$ cat config.mk
export PLATFORM = sky130hd
export DESIGN_NAME = transp_light_ctrl
export DESIGN_NICKNAME = d
export VERILOG_FILES = /design/src/rtl/transp_light_ctrl.sv
export SDC_FILE = /design/constraint.sdc
export NUM_CORES = 1
export LEC_CHECK = 0
export BUFFER_PORTS_ARGS = -buffer_cell sky130_fd_sc_hd__buf_2
export CAP_MARGIN = 15
export CORE_MARGIN = 2
export CORE_UTILIZATION = 58
export DETAILED_ROUTE_END_ITERATION = 8
export GPL_TIMING_DRIVEN = 1
export PLACE_DENSITY_LB_ADDON = 0.1
export SETUP_SLACK_MARGIN = 0.4
export SYNTH_ARGS = -nofsm -noshare
export SYNTH_HDL_FRONTEND = slang
export SYNTH_SLANG_ARGS = --single-unit
$ cat constraint.sdc
create_clock -name clk -period 3.6 [get_ports clk]
set_clock_uncertainty 0.1 [all_clocks]
set_input_delay 0.36 -clock clk [delete_from_list [all_inputs] [get_ports clk]]
set_output_delay 0.36 -clock clk [all_outputs]
set_load 0.02 [all_outputs]
$ cat src/rtl/transp_light_ctrl.sv
// Two-road traffic-light controller with all-red clearance, latched pedestrian
// walk phase, south-north car sensor hold and flashing-yellow night mode.
module transp_light_ctrl #(
  parameter int CLK_DIV   = 50000000,
  parameter int GREEN_EW  = 30,
  parameter int GREEN_NS  = 20,
  parameter int YELLOW_T  = 3,
  parameter int ALL_RED_T = 1,
  parameter int PED_T     = 10,
  parameter int CNT_W     = 8
) (
  input  logic             clk,
  input  logic             rst,
  input  logic             night_mode,
  input  logic             ped_req,
  input  logic             car_ns,
  output logic [1:0]       e_west,
  output logic [1:0]       s_north,
  output logic             ped_walk,
  output logic [CNT_W-1:0] remain,
  output logic             ped_pend
);

  localparam int PW = (CLK_DIV > 1) ? $clog2(CLK_DIV) : 1;

  localparam logic [1:0] L_RED = 2'b00;
  localparam logic [1:0] L_GRN = 2'b01;
  localparam logic [1:0] L_YEL = 2'b10;
  localparam logic [1:0] L_OFF = 2'b11;

  typedef enum logic [2:0] {
    AR_A, AR_B, EW_G, EW_Y, NS_G, NS_Y, PED_WALK, FLASH
  } state_t;

  state_t           state_q, state_d;
  logic [PW-1:0]    pcnt_q, pcnt_d;
  logic [CNT_W-1:0] remain_q, remain_d;
  logic             flash_q, flash_d;
  logic             ped_pend_q, ped_pend_d;
  logic [1:0]       e_west_q, e_west_d;
  logic [1:0]       s_north_q, s_north_d;
  logic             ped_walk_q, ped_walk_d;
  logic             tick;
  logic             ped_clr;

  function automatic logic [CNT_W-1:0] ld(input int dur);
    return CNT_W'(dur - 1);
  endfunction

  // With CLK_DIV=1 the counter never leaves 0, so every cycle is a tick.
  always_comb begin
    tick   = (pcnt_q == PW'(CLK_DIV - 1));
    pcnt_d = tick ? '0 : pcnt_q + 1'b1;
  end

  always_comb begin
    state_d  = state_q;
    remain_d = remain_q;
    flash_d  = flash_q;
    ped_clr  = 1'b0;
    if (tick) begin
      if (state_q == FLASH) begin
        flash_d = ~flash_q;
        if (!night_mode) begin
          state_d  = AR_B;
          remain_d = ld(ALL_RED_T);
        end
      end else if (remain_q != '0) begin
        remain_d = remain_q - 1'b1;
      end else begin
        case (state_q)
          AR_B: begin
            if (night_mode) begin
              state_d  = FLASH;
              remain_d = '0;
              flash_d  = 1'b1;
            end else if (ped_pend_q) begin
              state_d  = PED_WALK;
              remain_d = ld(PED_T);
              ped_clr  = 1'b1;
            end else begin
              state_d  = EW_G;
              remain_d = ld(GREEN_EW);
            end
          end
          // East-west green is the rest state: it holds at remain=0 until
          // someone else needs the intersection.
          EW_G: begin
            if (car_ns || ped_pend_q || night_mode) begin
              state_d  = EW_Y;
              remain_d = ld(YELLOW_T);
            end
          end
          EW_Y:     begin state_d = AR_A; remain_d = ld(ALL_RED_T); end
          AR_A:     begin state_d = NS_G; remain_d = ld(GREEN_NS);  end
          NS_G:     begin state_d = NS_Y; remain_d = ld(YELLOW_T);  end
          NS_Y:     begin state_d = AR_B; remain_d = ld(ALL_RED_T); end
          PED_WALK: begin state_d = EW_G; remain_d = ld(GREEN_EW);  end
          default:  begin state_d = AR_B; remain_d = ld(ALL_RED_T); end
        endcase
      end
    end
    // A new press in the same cycle as service must not be lost.
    ped_pend_d = ped_req | (ped_pend_q & ~ped_clr);
  end

  // Lamps are decoded from the next state so the registered outputs line up
  // with the registered state.
  always_comb begin
    e_west_d   = L_RED;
    s_north_d  = L_RED;
    ped_walk_d = 1'b0;
    case (state_d)
      EW_G:     e_west_d   = L_GRN;
      EW_Y:     e_west_d   = L_YEL;
      NS_G:     s_north_d  = L_GRN;
      NS_Y:     s_north_d  = L_YEL;
      PED_WALK: ped_walk_d = 1'b1;
      FLASH: begin
        e_west_d  = flash_d ? L_YEL : L_OFF;
        s_north_d = flash_d ? L_YEL : L_OFF;
      end
      default: ;
    endcase
  end

  always_ff @(posedge clk or negedge rst) begin
    if (!rst) begin
      state_q    <= AR_B;
      pcnt_q     <= '0;
      remain_q   <= ld(ALL_RED_T);
      flash_q    <= 1'b0;
      ped_pend_q <= 1'b0;
      e_west_q   <= L_RED;
      s_north_q  <= L_RED;
      ped_walk_q <= 1'b0;
    end else begin
      state_q    <= state_d;
      pcnt_q     <= pcnt_d;
      remain_q   <= remain_d;
      flash_q    <= flash_d;
      ped_pend_q <= ped_pend_d;
      e_west_q   <= e_west_d;
      s_north_q  <= s_north_d;
      ped_walk_q <= ped_walk_d;
    end
  end

  assign e_west   = e_west_q;
  assign s_north  = s_north_q;
  assign ped_walk = ped_walk_q;
  assign remain   = remain_q;
  assign ped_pend = ped_pend_q;

endmodule
=== Word level (Yosys, flattened, before mapping) ===
Index checks and enable logic that the tools add are counted.

* Add/subtract/negate cells: 2
* Eq/ne operators: 15
* Bitwise gates (word level): 4
* Muxes and demuxes: 31
* Reduce and logical (&&, ||, !) cells: 5

{| class="wikitable"
|+ Operators by type and width
! cell !! count
|-
| 8-bit case mux with 5 select lines || 1
|-
| 8-bit 2-to-1 mux || 4
|-
| 26-bit by 1-bit adder with 26-bit output (second input constant) || 1
|-
| 26-bit equality test (second input constant) || 1
|-
| 26-bit 2-to-1 mux || 1
|-
| 3-bit equality test (second input constant) || 7
|-
| 3-bit 2-to-1 mux || 7
|-
| 3-bit case mux with 6 select lines || 1
|-
| 1-bit 2-to-1 mux || 13
|-
| 3-bit by 2-bit equality test with 1-bit output (second input constant) || 4
|-
| 2-bit case mux with 3 select lines || 2
|-
| 5-bit 2-to-1 mux || 2
|-
| 8-bit nonzero test || 1
|-
| 8-bit by 1-bit subtractor with 8-bit output (second input constant) || 1
|-
| 4-bit inequality test (second input constant) || 1
|-
| 3-bit by 1-bit equality test with 1-bit output (second input constant) || 1
|-
| 3-bit zero test || 1
|-
| 3-bit AND reduction || 1
|-
| 1-bit logical OR || 2
|-
| 2-bit inequality test (second input constant) || 1
|-
| 1-bit inverter || 2
|-
| 1-bit AND || 1
|-
| 1-bit bitwise OR || 1
|}

* Logic and storage cells: 65
* Flip-flop bits (word level): 44
* Output and inout port bits: 14
* Bits of input ports: 5

=== Depth between registers and ports, before layout ===
Gate-level depths: netlist (run 1).

* Depth after elaboration: 9
* Mapped depth: 9
* Mapped depth without buffers: 8

=== Worst setup path before layout (run 1) ===
OpenSTA, ideal clock, no wires.

* Path type: reg2reg
* Start point: register remain_q[0] (netlist: remain[0])
* End point: register e_west_q[0] (netlist: e_west[0])
* Path slack: 1.435 ns
* Cell stages (with the launch flop): 9
* Data required time: 3.418 ns
* Data arrival time: 1.983 ns
* Buffers on the path: 0
* Period minus slack after synthesis: 2.165 ns
* Library setup time: 0.082 ns
* Cells stage by stage: dfrtp_1 inv_1 ha_1 nor4b_2 nand2_1 o31a_1 o21ai_4 o21ai_1 o22ai_1

* Cells in the longest elaborated chain, start to end: 6
* Elaborated cells between the ends (all ways): 12
* Classes of those cells: eq/ne (3); mux (8); reduce/logical (1)

{| class="wikitable"
|+ Ends and longest elaborated chain
! item !! RTL line !! source
|-
| from (decl) || 37 || <nowiki>logic [CNT_W-1:0] remain_q, remain_d;</nowiki>
|-
| from (signal assigned) || 131 || <nowiki>remain_q <= ld(ALL_RED_T);</nowiki>
|-
| from (signal assigned) || 140 || <nowiki>remain_q <= remain_d;</nowiki>
|-
| 8-bit nonzero test * || 68 || <nowiki>end else if (remain_q != '0) begin</nowiki>
|-
| 3-bit 2-to-1 mux * || 68 ||
|-
| 3-bit 2-to-1 mux * || 62 || <nowiki>if (state_q == FLASH) begin</nowiki>
|-
| 3-bit 2-to-1 mux * || 61 || <nowiki>if (tick) begin</nowiki>
|-
| named net state_d[0] || 35 || <nowiki>state_t state_q, state_d;</nowiki>
|-
| 3-bit equality test or 3-bit by 2-bit equality test with 1-bit output (tied branches) || 113 || <nowiki>case (state_d)</nowiki>
|-
| 2-bit case mux with 3 select lines * || 113 ||
|-
| named net e_west_d[0] || 40 || <nowiki>logic [1:0] e_west_q, e_west_d;</nowiki>
|-
| to (signal assigned) || 143 || <nowiki>e_west_q <= e_west_d;</nowiki>
|-
| to (decl) || 40 ||
|}

Mark *: on every way through the listed nets, which the timed path passes. The rest lies on a longest branch.
A chain may end at the register's enable or synchronous reset.

=== Worst setup path in the final report (run 1) ===
* Start point: register remain_q[0] (netlist: remain[0])
* End point: register remain_q[3] (netlist: remain[3])

* Cells in the longest elaborated chain, start to end: 3
* Elaborated cells between the ends (all ways): 6
* Classes of those cells: add/sub (1); eq/ne (1); mux (2); reduce/logical (2)

{| class="wikitable"
|+ Ends and longest elaborated chain
! item !! RTL line
|-
| 8-bit by 1-bit subtractor with 8-bit output or 8-bit nonzero test (tied branches) || 69, 68
|-
| 8-bit 2-to-1 mux or 4-bit inequality test (tied branches) || n/a
|-
| 8-bit 2-to-1 mux or 3-bit AND reduction (tied branches) || n/a
|}

Several ways; a longest one is shown, not always the timed one.

==> out/summary.txt, run 1 <==
================================================================================
Cell breakdown of the critical path                                 inv_1 > ha_1 > nor4b_2 > nand2_1 > o211ai_1 > a21oi_1 > o22a_1
Starting utilization of the core area                                      59.7%
Final Hold Vio Count                                                           0
Hold bufs inserted after CTS                                                   0
Final hold slack                                                       0.0957 ns
Max cap viols                                                                  0
Slew margin rel.                                                           36.4%
Delay-heaviest family, CP                                           compound AO/OA/AOI/OAI gates
DRC violation total after the first TritonRoute iteration                    207
Total core area                                                         3940 µm²
Number of buffers inserted by post-CTS setup repair                            0
Share of synthesized registers carrying an async set or reset               100%
Proportion of layout cells with a drive suffix above 1                     14.8%
Routed wirelength normalized by instance count                           14.7 µm
Combined area of the multi-input logic cells                            1190 µm²
Peak ir drop on the vdd network                                           315 µV
Global placement routability congestion                                    0.889
Final min period                                                         2.51 ns
Die X                                                                    67.7 µm
Row cnt                                                                       23
Total power                                                               897 µW
Fraction of synthesized cell area taken by the top area cell type          45.7%
Num CTS Buffers                                                                5
HPWL Detailed                                                            3280 µm
Number of buffers and inverters on the critical path                           1
Critical Path Sink Type                                                 register
Register area                                                           1100 µm²
Count of unique library cells instantiated by Yosys                           48
Type of origin of the critical path                                     register
Kind of critical path                                               register to register
Resized cells post-CTS                                                         0
Flip-flop and latch count after synthesis                                     44
Total wire length after detailed routing                                 4630 µm
Number of global-route vias before repair                                  1,704
Run status                                                             completed
Via Count                                                                  1,837
Final number of max-transition violations                                      0
CTS tree                                                                   built
Fill cell total of the finished layout                                       327
Height of the chip                                                       67.7 µm
R2R Setup Slk                                                            1.09 ns
Buffers from clock root to sink, at most                                       2
Antenna-violating nets left                                                    0
Worst-Margin Slew                                                       0.954 ns
Kind of path behind the tightest hold check                         input port to async pin
Power density of the placed cells                                     346 nW/µm²
Slowest Stage Delay on Critical Path                                     0.72 ns
Cell taking the most area after synthesis                           sky130_fd_sc_hd__dfrtp_1
Number of diodes                                                               0
Global-route usage over all layers                                         23.1%
Setup-failing EPs final                                                        0
Vias per std cell                                                           5.85
Final Cycle Share                                                          69.9%
Warnings from Yosys                                                            0
CTS Root Buffer Type                                                sky130_fd_sc_hd__clkbuf_8
Post-route setup TNS                                                        0 ns
Synthesized area                                                        2350 µm²
Number of enable-type register cells in the synthesized netlist                0
Leading post-synthesis cells by instance count                      sky130_fd_sc_hd__dfrtp_1 (43), sky130_fd_sc_hd__nor2_1 (34), sky130_fd_sc_hd__nand2_1 (21), sky130_fd_sc_hd__xor2_1 (16)
Post-Syn Nets                                                                254
RSZ-0062 raised after global routing                                          no
Count of unresolved DRC violations after routing                               0
Crit path arrival time                                                   2.62 ns
Leakage power of the design                                           0.00109 µW
Worst-path clk slew                                                      0.09 ns
Cell count after synthesis                                                   246
First-pass DRT Iterations                                                      4
H-tree level count                                                             2
Worst-path fanout max                                                         12
Prevailing post-synth register cell                                 sky130_fd_sc_hd__dfrtp_1
Area growth from synthesis to layout                                       10.2%
Slowest stage cell on the critical path                             sky130_fd_sc_hd__o211ai_1
Count of buffers from port buffering                                          18
Area enclosed by the die boundary                                       4580 µm²
Peak Freq                                                              0.398 GHz
Post-synthesis average cell area                                        9.56 µm²
Nets                                                                         271
Largest net degree at the start of global routing                             45
Number of sinks handled by clock tree synthesis                               44
Worst-Skew Late Latency                                                  0.30 ns
Data required time of the critical path                                  3.70 ns
Cell types occupying the most area after synthesis                  sky130_fd_sc_hd__dfrtp_1 (46%), sky130_fd_sc_hd__xor2_1 (6.0%), sky130_fd_sc_hd__nor2_1 (5.4%)
Most common cell in the synthesized netlist                         sky130_fd_sc_hd__dfrtp_1
I/O pins                                                                      19
Initial antenna violation count                                                0
Overflow left after global routing                                             0
First-pass GRT wire length                                               7820 µm
Fraction of the yosys area taken by sequential cells                       46.9%
================================================================================
-- worst reg2reg max path, cell delays in order (launching register included) --
cell and delay [ns]:
sky130_fd_sc_hd__dfrtp_1 0.42, sky130_fd_sc_hd__inv_1 0.09, sky130_fd_sc_hd__ha_1 0.21, sky130_fd_sc_hd__nor4b_2 0.29
sky130_fd_sc_hd__nand2_1 0.28, sky130_fd_sc_hd__o211ai_1 0.73, sky130_fd_sc_hd__a21oi_1 0.08, sky130_fd_sc_hd__o22a_1 0.22
-- routing by layer --
layer	share of wire (%)	GRT usage (%)	routed length, µm
met5	0	0	0
met4	1.8	9.69	85
met3	4.8	5.67	221
met2	50	37.0	2300
met1	44	29.8	2030
-- layout by cell type, fill, tap and decap left out, types with 3 or more instances in the layout --
cell,netlist,final
sky130_fd_sc_hd__o21ai_0,12,12
sky130_fd_sc_hd__nor3_1,5,5
sky130_fd_sc_hd__nand4_1,6,6
sky130_fd_sc_hd__or3_1,3,3
sky130_fd_sc_hd__xnor2_1,8,8
sky130_fd_sc_hd__xor2_1,16,16
sky130_fd_sc_hd__nor2b_1,5,5
sky130_fd_sc_hd__buf_2,2,18
sky130_fd_sc_hd__ha_1,3,3
sky130_fd_sc_hd__nand3_1,12,12
sky130_fd_sc_hd__inv_1,5,5
sky130_fd_sc_hd__o31a_1,3,3
sky130_fd_sc_hd__a21oi_1,7,7
sky130_fd_sc_hd__dfrtp_1,43,43
sky130_fd_sc_hd__nand3_2,3,3
sky130_fd_sc_hd__o31ai_1,4,4
sky130_fd_sc_hd__nand2_1,21,21
sky130_fd_sc_hd__and3_1,5,5
sky130_fd_sc_hd__and4_1,3,3
sky130_fd_sc_hd__clkbuf_8,0,5
sky130_fd_sc_hd__nor2_1,34,34
sky130_fd_sc_hd__and2_1,5,5
-- area by class of cell --
cell class,instances,share of cell area [%]
multi-input combinational,188,46.1
sequential,44,42.5
timing repair buffer,19,3.77
clock buffer,5,2.66
tap,50,2.41
clock inverter,3,1.79
inverter,5,0.724
-- cell families after synthesis --
kind of cell / share of synthesized area (%)
AO/OA/AOI/OAI: 12.5
XOR/XNOR: 8.94
adder cells (fa/ha/maj): 1.60
buffers and inverters: 2.34
flip-flops: 46.9
AND/OR/NAND/NOR: 27.8
-- final timing paths --
check	to	from	depth (start not counted)
hold / removal	remain[5]	rst	1
setup / recovery	remain[3]	remain[0]	7
min in group clk	ped_pend	ped_req	2
max in group asynchronous	pcnt_q[16]	rst	1
hold reg to reg	pcnt_q[4]	pcnt_q[4]	1
setup reg to reg	remain[3]	remain[0]	7
-- flip-flops by register name, indices dropped and copies added (netlist names) --
signal / cells
flash_q: 1
e_west: 2
pcnt_q: 26
remain: 8
s_north: 2
ped_walk: 1
state_q: 3
ped_pend: 1
-- metrics by stage --
stage               worst slack (ns)  util (%)  cells  instance area (µm²)
finish                          1.09      65.7    314                 2590
CTS                             1.09      65.7    314                 2590
floorplan                       1.43         -    246                 2350
global placement                1.20      62.8    306                 2480
global route                   0.828      65.7    314                 2590
detailed placement              1.10      62.8    306                 2480
-- power by group --
group / total [µW] / internal (µW) / leakage, µW / switching (µW)
registers: 494 / 494 / 0.000540 / 0.0000000000000241
logic: 15.2 / 3.01 / 0.000496 / 12.2
clock network: 388 / 209 / 0.0000548 / 179
Note: power is estimated with default switching activity, not from simulation.
==> run 2: changes to the inputs <==
Settings changed: ABC_AREA set to 1, CORE_UTILIZATION 58 to 55.
Clock period 3.6 ns to 2.22 ns, I/O delays scaled along.
==> run 2 against run 1 <==
Net effect: final cell count grew 56%; sequential power grew 62%; global-route usage increased by 1.4 points; cell area is 31% higher; non-clock buffer count up 24; sequential cell count unchanged; sequential share of layout area is 9.9 points lower; die area is 25% higher; clock-buffer cell count up 2; first-iteration DRC count is 4.3% higher.
==> out/summary.txt, run 2 <==
================================================================================
Kind of critical path                                               register to register
Worst-path fanout max                                                          4
Final hold slack                                                       0.0279 ns
Cell types occupying the most area after synthesis                  sky130_fd_sc_hd__dfrtp_1 (38%), sky130_fd_sc_hd__nand2_1 (11%), sky130_fd_sc_hd__inv_1 (6.8%)
Setup-failing EPs final                                                        0
Row cnt                                                                       26
CTS tree                                                                   built
Most common cell in the synthesized netlist                         sky130_fd_sc_hd__nand2_1
Most used cells in the layout excluding fill and tap cells          sky130_fd_sc_hd__nand2_1 (79), sky130_fd_sc_hd__inv_1 (46), sky130_fd_sc_hd__nor2_1 (40), sky130_fd_sc_hd__dfrtp_1 (40), sky130_fd_sc_hd__nand3_1 (26)
Proportion of layout cells with a drive suffix above 1                     29.5%
Number of standard cells in the layout, taps in and fillers out              491
Synthesized area                                                        2830 µm²
Warnings from Yosys                                                            0
CTS Root Buffer Type                                                sky130_fd_sc_hd__clkbuf_8
Initial antenna violation count                                                0
First-pass GRT wire length                                             10,500 µm
Register with the most flip-flops                                         pcnt_q
Slowest stage cell on the critical path                             sky130_fd_sc_hd__dfrtp_1
Post-Place Cells                                                             464
Critical Path Sink Type                                                 register
Starting utilization of the core area                                      56.2%
Number of flip-flops under the largest register name                          26
Via Count                                                                  2,551
I/O pins                                                                      19
Count of buffers from port buffering                                          18
Fraction of synthesized cell area taken by the top area cell type          38.0%
Leakage power of the design                                           0.00166 µW
H-tree level count                                                             2
Largest net degree at the start of global routing                             24
Prevailing post-synth register cell                                 sky130_fd_sc_hd__dfrtp_1
Kind of path behind the tightest hold check                         input port to register
Area enclosed by the die boundary                                       5740 µm²
Number of sinks handled by clock tree synthesis                               44
Max cap viols                                                                  0
Total wire length after detailed routing                                 6740 µm
Count of unique library cells instantiated by Yosys                           43
Final Cycle Share                                                          80.2%
DRC violation total after the first TritonRoute iteration                    216
Cell count after synthesis                                                   373
Peak Freq                                                              0.562 GHz
Worst-Margin Slew                                                       0.307 ns
Cell taking the most area after synthesis                           sky130_fd_sc_hd__dfrtp_1
HPWL Detailed                                                            4990 µm
Flip-flop and latch count after synthesis                                     44
Cell breakdown of the critical path                                 ha_4 > nand3_4 > nor3_4 > buf_4 > nand3_4 > nand2_2 > o21ai_4 > buf_4 > nor3_2
RSZ-0062 raised after global routing                                         yes
Peak ir drop on the vdd network                                           300 µV
Slew margin rel.                                                           79.3%
Worst-path clk slew                                                      0.08 ns
Leading post-synthesis cells by instance count                      sky130_fd_sc_hd__nand2_1 (86), sky130_fd_sc_hd__inv_1 (51), sky130_fd_sc_hd__nor2_1 (46), sky130_fd_sc_hd__dfrtp_1 (43), sky130_fd_sc_hd__nand3_1 (30)
Buffers from clock root to sink, at most                                       2
Overflow left after global routing                                             0
Worst reg2reg path depth                                                       9
Worst-Skew Late Latency                                                  0.30 ns
Fill cell total of the finished layout                                       433
Nets                                                                         428
Post-Syn Nets                                                                381
Post-synthesis average cell area                                        7.60 µm²
Data required time of the critical path                                  2.34 ns
Share of synthesized registers carrying an async set or reset               100%
Final number of max-transition violations                                      0
Run status                                                             completed
Fraction of the yosys area taken by sequential cells                       38.9%
Crit path arrival time                                                   1.90 ns
Total power                                                              1320 µW
Combined area of the multi-input logic cells                            1610 µm²
Most common library cell in the layout ignoring fill and taps       sky130_fd_sc_hd__nand2_1
Height of the chip                                                       75.8 µm
Number of diodes                                                               0
Number of cells on the worst hold path                                         2
Num CTS Buffers                                                                5
Final min period                                                         1.78 ns
Global placement routability congestion                                    0.953
Vias per std cell                                                           5.20
Global-route usage over all layers                                         24.5%
Type of origin of the critical path                                     register
Number of global-route vias before repair                                  2,218
Antenna-violating nets left                                                    0
Register area                                                           1110 µm²
Count of unresolved DRC violations after routing                               0
Routed wirelength normalized by instance count                           13.7 µm
Final Hold Vio Count                                                           0
Post-route setup TNS                                                        0 ns
First-pass DRT Iterations                                                      5
Die X                                                                    75.8 µm
Total core area                                                         5040 µm²
Power density of the placed cells                                     389 nW/µm²
Area growth from synthesis to layout                                       19.6%
Number of enable-type register cells in the synthesized netlist                0
Slowest Stage Delay on Critical Path                                     0.42 ns
================================================================================
[run 2: area by class of cell]
class | count | share of cell area (%)
clock buffers | 7 | 2.25
clock inverters | 1 | 0.148
inverters | 56 | 6.39
multi-input cells | 270 | 47.6
flip-flops and latches | 44 | 32.6
well taps | 70 | 2.58
repair buffers | 43 | 8.38
[run 2: repair_timing]
item                                    CTS  global route
buffers inserted                          5            12
hold buffers                              1             0
cloned                                    0             1
pin swaps                                 5            13
hold endpoints to repair                 43             0
endpoints found under the setup margin   17            30
resized for setup                         8            30
[run 2: per-layer routing]
metal | vias up | GRT usage [%] | wire length (µm)
li1 | 1293 | - | -
met1 | 1171 | 37.0 | 3290
met2 | 80 | 35.4 | 3000
met3 | 7 | 6.35 | 395
met4 | 0 | 4.68 | 57
met5 | - | 0 | 0
[run 2: logic make-up after synthesis]
| group | share of synthesized area (%) |
|---|---|
| buffers and inverters | 8.65 |
| xor gates and xnor gates | 4.33 |
| adders and majority gates | 1.32 |
| DFF | 38.9 |
| and+or+nand+nor | 39.0 |
| AOI/OAI and AO/OA | 7.81 |
[run 2: worst paths after layout]
| check | startpoint | end | slack [ns] |
|---|---|---|---|
| max in group asynchronous | rst | state_q[0] | 1.35 |
| min in group asynchronous | rst | pcnt_q[16] | 0.14 |
| max | pcnt_q[1] | ped_walk | 0.44 |
| max reg2reg | pcnt_q[1] | ped_walk | 0.44 |
| min reg2reg | flash_q | flash_q | 0.41 |
| min | ped_req | ped_pend | 0.03 |
[run 2: critical path: cells and delay by family, from the launching register on]
family | cells | cell delay [ns]
fa+ha+maj | 1 | 0.18
simple gates | 5 | 0.64
compound gates | 1 | 0.07
flops | 1 | 0.42
buf+inv | 2 | 0.29
[run 2: power breakdown]
group / switching [µW] / total (µW) / internal (µW) / leakage [µW]
sequential: 0 / 801 / 801 / 0.000552
combinational: 18.0 / 24.4 / 6.41 / 0.00107
clock: 272 / 494 / 221 / 0.0000422
[run 2: through the flow]
step / util (%) / instance area (µm²) / setup WS [ns]
floorplan: - / 2830 / 0.488
global placement: 60.2 / 3040 / 0.220
detailed placement: 60.2 / 3040 / 0.151
CTS: 63.3 / 3190 / 0.377
global route: 67.2 / 3390 / 0.289
finish: 67.2 / 3390 / 0.439
==> run 3: changes to the inputs <==
Settings changed: CORE_UTILIZATION 55 to 58.
Clock period 2.22 ns to 1.82 ns, I/O delays scaled along.
==> run 3 against run 2 <==
Net effect: register-to-register slack got worse by 0.44 ns; non-clock buffer count is 24 higher; clock power rose by 31%; worst setup slack worse by 0.44 ns; combinational power increased by 25%.
==> out/summary.txt, run 3 (synthesis results as in run 2) <==
============================================================================
Run status                                                         completed
Kind of path behind the tightest hold check                     input port to register
Worst-Margin Slew                                                   0.365 ns
DRC violation total after the first TritonRoute iteration                203
Final number of max-transition violations                                  0
Power density of the placed cells                                 426 nW/µm²
Worst-path clk slew                                                  0.08 ns
Final Hold Vio Count                                                       0
Final Cycle Share                                                      99.8%
Peak Freq                                                          0.551 GHz
Worst-path fanout max                                                      8
Peak ir drop on the vdd network                                       499 µV
Number of flip-flops under the largest register name                      26
Most common cell type on the critical path                      sky130_fd_sc_hd__nand3_4
Slowest Stage Delay on Critical Path                                 0.62 ns
Final min period                                                     1.82 ns
Register with the most flip-flops                                     pcnt_q
Buffers from clock root to sink, at most                                   2
Fill cell total of the finished layout                                   300
Count of buffers from port buffering                                      18
Max cap viols                                                              0
Row cnt                                                                   25
Global-route usage over all layers                                     27.9%
Largest net degree at the start of global routing                         18
I/O pins                                                                  19
Total core area                                                     4720 µm²
Register area                                                       1120 µm²
Area enclosed by the die boundary                                   5460 µm²
Number of diodes                                                           0
Num CTS Buffers                                                            5
Leakage power of the design                                       0.00182 µW
CTS Root Buffer Type                                            sky130_fd_sc_hd__clkbuf_8
Post-route setup TNS                                                    0 ns
Proportion of layout cells with a drive suffix above 1                 44.7%
HPWL Detailed                                                        5020 µm
Total wire length after detailed routing                             7720 µm
Data required time of the critical path                              1.95 ns
Number of sinks handled by clock tree synthesis                           44
Vias per std cell                                                       5.36
Setup-failing EPs final                                                    0
Initial antenna violation count                                            0
Antenna-violating nets left                                                0
Nets                                                                     452
Die X                                                                73.9 µm
Critical Path Sink Type                                             register
Cell breakdown of the critical path                             nand3_4 > buf_4 > nand3_1 > nand3_4 > inv_8 > nand3_4 > o21ai_2
Kind of critical path                                           register to register
Type of origin of the critical path                                 register
Via Count                                                              2,745
Area growth from synthesis to layout                                   36.9%
Count of unresolved DRC violations after routing                           0
Slew margin rel.                                                       75.4%
CTS tree                                                               built
Slowest stage cell on the critical path                         sky130_fd_sc_hd__dfstp_2
Routed wirelength normalized by instance count                       15.1 µm
Number of global-route vias before repair                              2,473
Worst-Skew Late Latency                                              0.30 ns
Most used cells in the layout excluding fill and tap cells      sky130_fd_sc_hd__nand2_1 (65), sky130_fd_sc_hd__inv_1 (42), sky130_fd_sc_hd__buf_4 (40)
Final core utilization                                                 82.1%
First-pass DRT Iterations                                                  5
Starting utilization of the core area                                  60.0%
Crit path arrival time                                               1.94 ns
Global placement routability congestion                                0.893
Most common library cell in the layout ignoring fill and taps   sky130_fd_sc_hd__nand2_1
Overflow left after global routing                                         0
RSZ-0062 raised after global routing                                     yes
H-tree level count                                                         2
Height of the chip                                                   73.9 µm
Combined area of the multi-input logic cells                        1860 µm²
First-pass GRT wire length                                         11,600 µm
============================================================================
-- run 3: changes by cell type in the layout (fill, tap and decap cells not counted), moves of 9 or more --
cell and change:
sky130_fd_sc_hd__dfrtp_2 +9, sky130_fd_sc_hd__nand2_1 -14, sky130_fd_sc_hd__nor2_4 +11, sky130_fd_sc_hd__nand2_2 +9, sky130_fd_sc_hd__buf_4 +17, sky130_fd_sc_hd__dfrtp_1 -9, sky130_fd_sc_hd__nor2_1 -12
-- run 3: what timing repair did --
action,4_1_cts,5_1_grt
buffers inserted,13,20
hold buffers,1,0
endpoints found under the setup margin,39,43
cloned,1,0
resized for setup,15,84
pin swaps,14,31
hold endpoints to repair,15,0
-- run 3: path summary, 6_finish.rpt --
path,to,from,depth (start not counted),slack [ns]
worst min-delay path,ped_pend,ped_req,2,0.01
worst max-delay path,remain[4],state_q[0],7,0.004
worst max register to register,remain[4],state_q[0],7,0.004
worst min register to register,flash_q,flash_q,2,0.43
max in group asynchronous,state_q[0],rst,3,0.77
min in group asynchronous,pcnt_q[14],rst,2,0.22
-- run 3: where the power goes --
| group | leakage, µW | switching (µW) | internal, µW |
|---|---|---|---|
| Sequential | 0.000541 | 0 | 976 |
| Clock | 0.0000455 | 336 | 310 |
| Combinational | 0.00124 | 22.7 | 7.75 |
| Total | 0.00182 | 358 | 1290 |
-- run 3: final cells by class --
cell class              count  share of cell area, %
well taps                  67                   2.16
inverters                  56                   5.84
repair buffers             67                   12.9
clock buffers               8                   2.32
flip-flops and latches     44                   28.8
multi-input cells         270                   48.0
-- run 3: critical path: cells and delay by family (launching register included) --
family / cells / cell delay, ns
buffers and inverters: 2 / 0.33
flip-flops: 1 / 0.62
AND/OR/NAND/NOR: 4 / 0.62
AO/OA/AOI/OAI: 1 / 0.08
-- run 3: stage by stage --
step                      total power, µW  area [µm²]  hold slack, ns  cells  setup slack [ns]
after global placement               1030        3190          0.0172    469            0.0502
after CTS                            1660        3450          0.0101    492            0.0759
final                                1650        3880          0.0133    512           0.00409
after global routing                 1720        3880          0.0105    512            -0.113
after detailed placement             1030        3190          0.0209    469            0.0180
after floorplan                       998        2940          -0.214    373             0.188
-- run 3: per-layer routing --
metal | routed length [µm] | vias up | track usage, %
li1 | - | 1347 | -
met1 | 3420 | 1290 | 41.0
met4 | 95 | 0 | 7.68
met3 | 409 | 10 | 4.39
met5 | 0 | - | 0
met2 | 3800 | 98 | 43.1
